==> config.mk <==
export PLATFORM = sky130hd
export DESIGN_NAME = aes_block_loader
export DESIGN_NICKNAME = d
export VERILOG_FILES = /design/src/rtl/aes_block_loader.sv
export SDC_FILE = /design/constraint.sdc
export NUM_CORES = 1
export LEC_CHECK = 0
export BUFFER_PORTS_ARGS = -buffer_cell sky130_fd_sc_hd__buf_2
export CAP_MARGIN = 20
export CORE_MARGIN = 2
export CORE_UTILIZATION = 50
export DETAILED_ROUTE_END_ITERATION = 7
export PLACE_DENSITY = 0.83
export SYNTH_ARGS = -nofsm -noshare
export SYNTH_HDL_FRONTEND = slang
export SYNTH_SLANG_ARGS = --single-unit
==> constraint.sdc <==
create_clock -name CLK -period 3.7 [get_ports CLK]
set_input_delay 0.37 -clock CLK [delete_from_list [all_inputs] [get_ports CLK]]
set_output_delay 0.37 -clock CLK [all_outputs]
set_load 0.01 [all_outputs]
==> src/rtl/aes_block_loader.sv <==
// aes_block_loader: gathers eight 32-bit words (four key words, then four
// plaintext words, most-significant first) into Key/Plain_txt, issues a
// one-cycle Valid start pulse to the AES core and holds Busy until Aes_done.
// Optional feature macro: KEY_REUSE_EN adds the Key_reuse port, letting a
// block skip the key words and reuse the key already loaded.
module aes_block_loader (
    input  logic         CLK,
    input  logic         rst,
    input  logic         In_valid,
    output logic         In_ready,
    input  logic [31:0]  In_data,
    input  logic         Aes_done,
`ifdef KEY_REUSE_EN
    input  logic         Key_reuse,
`endif
    output logic         Valid,
    output logic [127:0] Key,
    output logic [127:0] Plain_txt,
    output logic         Busy
);

    typedef enum logic [1:0] {
        LOAD_KEY  = 2'd0,
        LOAD_PT   = 2'd1,
        FIRE      = 2'd2,
        WAIT_DONE = 2'd3
    } state_t;

    state_t         r_state;
    logic [1:0]     r_cnt;
    logic           r_valid;
    logic           r_busy;
    logic           r_ready;
    logic [127:0]   r_key;
    logic [127:0]   r_pt;

    logic           w_accept;
    logic           w_last_word;
    logic [6:0]     w_lsb;
    logic           w_reuse;

    // A word moves only on a true handshake.
    assign w_accept    = In_valid & r_ready;
    assign w_last_word = (r_cnt == 2'd3);
    // Word k lands at bits [127-32k -: 32], i.e. LSB at (3-k)*32.
    assign w_lsb       = {~r_cnt, 5'b00000};

`ifdef KEY_REUSE_EN
    logic r_key_loaded;

    // Remembers that a full key has been loaded since the last reset.
    always_ff @(posedge CLK) begin
        if (rst) begin
            r_key_loaded <= 1'b0;
        end else if ((r_state == LOAD_KEY) && w_accept && w_last_word) begin
            r_key_loaded <= 1'b1;
        end
    end

    assign w_reuse = Key_reuse & r_key_loaded;
`else
    assign w_reuse = 1'b0;
`endif

    // Block-loading FSM with registered handshake and status outputs.
    always_ff @(posedge CLK) begin
        if (rst) begin
            r_state <= LOAD_KEY;
            r_cnt   <= 2'd0;
            r_valid <= 1'b0;
            r_busy  <= 1'b0;
            r_ready <= 1'b1;
            r_key   <= '0;
            r_pt    <= '0;
        end else begin
            r_valid <= 1'b0;
            case (r_state)
                LOAD_KEY: begin
                    if (w_accept) begin
                        r_key[w_lsb +: 32] <= In_data;
                        r_cnt              <= r_cnt + 2'd1;
                        if (w_last_word) begin
                            r_state <= LOAD_PT;
                        end
                    end
                end
                LOAD_PT: begin
                    if (w_accept) begin
                        r_pt[w_lsb +: 32] <= In_data;
                        r_cnt             <= r_cnt + 2'd1;
                        if (w_last_word) begin
                            // Last word: Valid/Busy rise together with FIRE.
                            r_state <= FIRE;
                            r_valid <= 1'b1;
                            r_busy  <= 1'b1;
                            r_ready <= 1'b0;
                        end
                    end
                end
                FIRE: begin
                    // Aes_done is deliberately ignored here.
                    r_state <= WAIT_DONE;
                end
                WAIT_DONE: begin
                    if (Aes_done) begin
                        r_busy  <= 1'b0;
                        r_ready <= 1'b1;
                        r_state <= w_reuse ? LOAD_PT : LOAD_KEY;
                    end
                end
                default: begin
                    r_state <= LOAD_KEY;
                    r_cnt   <= 2'd0;
                    r_busy  <= 1'b0;
                    r_ready <= 1'b1;
                end
            endcase
        end
    end

    assign In_ready  = r_ready;
    assign Valid     = r_valid;
    assign Busy      = r_busy;
    assign Key       = r_key;
    assign Plain_txt = r_pt;

endmodule

Word level (Yosys, flattened, before mapping) --
Cells that the tools add are included.
Word-level totals: register bits after elaboration 263, bits of input ports 36, output and inout bits 259, logic and storage cells 50
Cells by class: $add $sub $neg 2, eq/ne operators 9, shifts and indexed selects 2, mux-type cells 17, bitwise gates (word level) 4, reductions and logical operators 9
Operator list (count):
- $bwmux 128 | 2
- $shift 32x9->128 const A | 1
- $shiftx 32x9->128 | 1
- $mux 2 | 5
- $ne 2x2->1 const B | 5
- $neg 7->9 | 1
- $pmux 2 s4 | 1
- $mux 1 | 7
- $eq 2x2->1 const B | 3
- $reduce_and 2->1 | 3
- $reduce_and 5->1 | 1
- $pmux 1 s2 | 2
- $reduce_and 4->1 | 1
- $reduce_or 3->1 | 1
- $add 2x1->2 const B | 1
- $eq 2x1->1 const B | 1
- $logic_not 2->1 | 1
- $not 1->1 | 2
- $not 2->2 | 1
- $reduce_bool 2->1 | 1
- $reduce_or 2->1 | 1
- $and 1x1->1 | 1

Logic depth before layout (Yosys ltp) --
depth after elaboration 4, gate-level depth with buffers 9, depth with buffers taken out 6

Least setup slack after synthesis --
OpenSTA, ideal clock, no wires.
path kind flip-flop to flip-flop, start register r_cnt[0], end register r_key[105] (netlist: Key[105]), setup time 59 ps, data arrival time 2015 ps, data required time 3641 ps, setup slack 1626 ps, stages on the path, launching flop included 9, path buffers 2, period minus slack after synthesis 2074 ps, cells stage by stage dfxtp_1 -> inv_2 -> ha_1 -> nor3_4 -> and3_1 -> and2_1 -> buf_4 -> buf_6 -> a22o_1
On the way: longest elaborated chain between the ends 4, elaborated cells between the ends (all ways) 5, those cells by class 1 x add/sub; 2 x shift; 1 x mux; 1 x bitwise
Ends and longest elaborated chain:
- from (decl) | RTL line 30 | logic [1:0] r_cnt;
- from (signal assigned) | RTL line 81 | r_cnt <= r_cnt + 2'd1;
- from (signal assigned) | RTL line 90 | r_cnt <= r_cnt + 2'd1;
- $not 2->2 * | RTL line 46 | assign w_lsb = {~r_cnt, 5'b00000};
- via w_lsb[5] | RTL line 39 | logic [6:0] w_lsb;
- $neg 7->9 * | RTL line 80 | r_key[w_lsb +: 32] <= In_data;
- $shiftx 32x9->128 / $shift 32x9->128 (equally long branches) | RTL line 80
- $bwmux 128 * | RTL line 80
- to (signal, indexed assignment) | RTL line 80
- to (decl) | RTL line 34 | logic [127:0] r_key;
The timed path passes the listed nets; every way through them passes the cells marked *. A chain may end at the register's enable or synchronous reset.

Worst setup path in the final report --
start register r_cnt[0], end register r_pt[75] (netlist: Plain_txt[75])
On the way: longest elaborated chain between the ends 4, elaborated cells between the ends (all ways) 5, those cells by class 1 x add/sub; 2 x shift; 1 x mux; 1 x bitwise
Ends and longest elaborated chain:
- $not 2->2 * | RTL line 46
- via w_lsb[5] | RTL line 39
- $neg 7->9 * | RTL line 89 | r_pt[w_lsb +: 32] <= In_data;
- $shiftx 32x9->128 / $shift 32x9->128 (equally long branches) | RTL line 89
- $bwmux 128 * | RTL line 89
- to (signal, indexed assignment) | RTL line 89
- to (decl) | RTL line 35 | logic [127:0] r_pt;
Marks and branches as above.

==> metrics.yaml <==
status: "completed"
synth_compound_area_share_pct: 22.4
cts.path.max_buffers: 3
die_area_um2: 19100
placed_area_um2: 10400
cts_resized: 0
track_usage_pct: 27.0
areaGrowthSynthToFinish_pct: 24.8
tritoncts: "yes"
synth_area_leaders: "dfxtp_1 (58%), a22o_1 (17%), nand3_1 (4.7%)"
fin_area_um2: 11300
p_leak_nw: 5.15
synthArstFlopShare_pct: 0
fin_crit_ns: 2.83
cts_root_buffer: "clkbuf_16"
nFillCells: 1405
power_per_cell_area_nw_per_um2: 571
drt_first_pass_iters: 5
wirelength_mm: 27.4
crit_fanout: 32
relSlewSlack_pct: 30.2
io_buffers: 294
place_ws_ns: 0.945
place.gp.congestion: 0.803
worstMarginPinSlew_ns: 1.04
finalSetupViolCount: 0
power_mw: 6.43
drt_iter0_markers: 579
core_um2: 17800
yosysWarningCount: 0
netlist_area_um2: 9010
fin_cells: 1337
antenna_found_initial: 0
vias: 7780
wire_per_inst_um: 20.5
slowest_stage: "nor2_4"
busiest_layer: "met2"
ys.flop_type: "dfxtp_1"
drc: 0
synth-adder-area-share_pct: 1.39
whs_ns: 0.179
slowest_delay_ns: 0.80
drive_gt1_share_pct: 32.7
boundaryPins: 295
use_met3_pct: 6.06
skew_ns: 0.0125
insertion_delay_ns: 0.52
cts.clk_slew.worst_paths_ns: 0.06
cpLargestDelayFamily: "simple AND/OR/NAND/NOR gates"
period_share_pct: 76.4
htreeDepth: 1
synth_commonest_cells: "dfxtp_1 (263), a22o_1 (176), nand2_1 (91)"
synthXorXnorAreaFrac_pct: 0.0972
num_rows: 49
yosys.area_share.simple_pct: 11.4
finalHoldViolations: 0
grt_pass1_vias: 7253
synthCells: 855
die_w_um: 138
yosysMostFrequentCell: "dfxtp_1"
final_antenna_net_count: 0
n_antenna_cell: 0
cts_setup_buffers: 0
synth_top_family_by_area: "compound AO/OA/AOI/OAI gates"
drv_slew: 0
fin_tns_setup_ns: 0
max-vdd-ir-drop_mv: 0.443
hold_buffers: 0
hold_path_class: "primary input to register"
fin_nets: 1134
placed_cells: 1289
initial_core_util_pct: 50.5
synth_mux_area_share_pct: 0.111
worst-path-buf-inv: 1
grt-ovfl-total: 0
numCtsBuffers: 26
yosys_register_bits: 263
cts_sinks: 263
setup_ws_ns: 0.872
use_met2_pct: 44.0
synth-edff-count: 0
dp_hpwl_mm: 17.6
avgViaCountPerCell: 5.82
avgSynthCellArea_um2: 10.5
met1_usage_pct: 35.5
syn-num-nets: 901
fmax_mhz: 354
postLayoutCoreUtil_pct: 63.1
grt_pass1_wl_mm: 41.8
fp.dieH_um: 138
yosysTopAreaCell: "dfxtp_1"
required_ns: 4.15
grt_max_degree: 52
crit_path_start_kind: "register"
drv_cap: 0
crit_chain: "inv_2 > ha_1 > nor4b_4 > nand3_1 > nor2_4 > a22o_1"
rsz0062_at_grt: "no"
endpoint_kind: "register"
yosysSeqAreaShare_pct: 58.4
crit_arrival_ns: 3.28
synthDistinctLibCells: 33
yosys.area.top_type_share_pct: 58.4
path_class: "register to register"
[metal layers]
layer	vias to the layer above	part of all wire, %
li1	3532	-
met1	3771	42
met2	410	46
met3	67	8.7
met4	0	3.5
met5	-	0
[placed cells by master (no fill, tap or decap), types with 2 or more instances in the layout]
master     Yosys  routed
and2_1         8       8
nor2_4         6       8
clkinv_2       0       4
bufinv_16      0       3
clkbuf_8       0       6
a21oi_1       84      82
inv_1          4       4
dfxtp_1      263     263
a22o_1       176     176
nor2_1         6       6
nand3_1       85      85
and3_1         4       4
clkbuf_1      21       7
buf_4          8      12
a21oi_4        0       2
ha_1          10      10
nand2_1       91      91
clkbuf_16      0      27
nor3_4         2       2
buf_2         58     293
[sequential cells by signal, indices dropped and copies added, names as in the netlist]
| name | cells |
|---|---|
| Key | 128 |
| Plain_txt | 128 |
| Busy | 1 |
| r_state | 2 |
| r_cnt | 2 |
| In_ready | 1 |
| Valid | 1 |
[worst min-delay path: stages]
cell and delay (ns):
buf_2 0.15, nand3_1 0.07, a21oi_1 0.05
[layout make-up]
| class | count | area [µm²] | share of cell area (%) |
|---|---|---|---|
| timing repair buffer | 305 | 1560 | 13.8 |
| clock buffer | 40 | 785 | 6.97 |
| inverter | 5 | 18.8 | 0.167 |
| tap | 229 | 287 | 2.55 |
| multi-input combinational | 487 | 3220 | 28.7 |
| sequential | 263 | 5270 | 46.8 |
| clock inverter | 8 | 118 | 1.05 |
[path summary, 6_finish.rpt]
kind	start	to	slack, ns	cells after the start
setup / recovery	r_cnt[0]	Plain_txt[75]	0.87	6
hold reg to reg	Plain_txt[57]	Plain_txt[57]	0.45	2
hold / removal	In_data[2]	Key[2]	0.18	3
setup reg to reg	r_cnt[0]	Plain_txt[75]	0.87	6
[power by group]
part | total (mW) | internal [mW] | switching (mW) | leakage [nW]
Clock | 2.76 | 1.67 | 1.09 | 0.442
Sequential | 3.00 | 2.93 | 0.0681 | 2.12
Combinational | 0.665 | 0.219 | 0.446 | 2.59
[logic make-up after synthesis]
| group | count (synthesis) |
|---|---|
| buffers and inverters | 105 |
| adders and majority gates | 10 |
| AOI/OAI and AO/OA | 267 |
| xor gates and xnor gates | 1 |
| muxes | 1 |
| and+or+nand+nor | 208 |
| DFF | 263 |
Power figures use the tool's default switching activity.
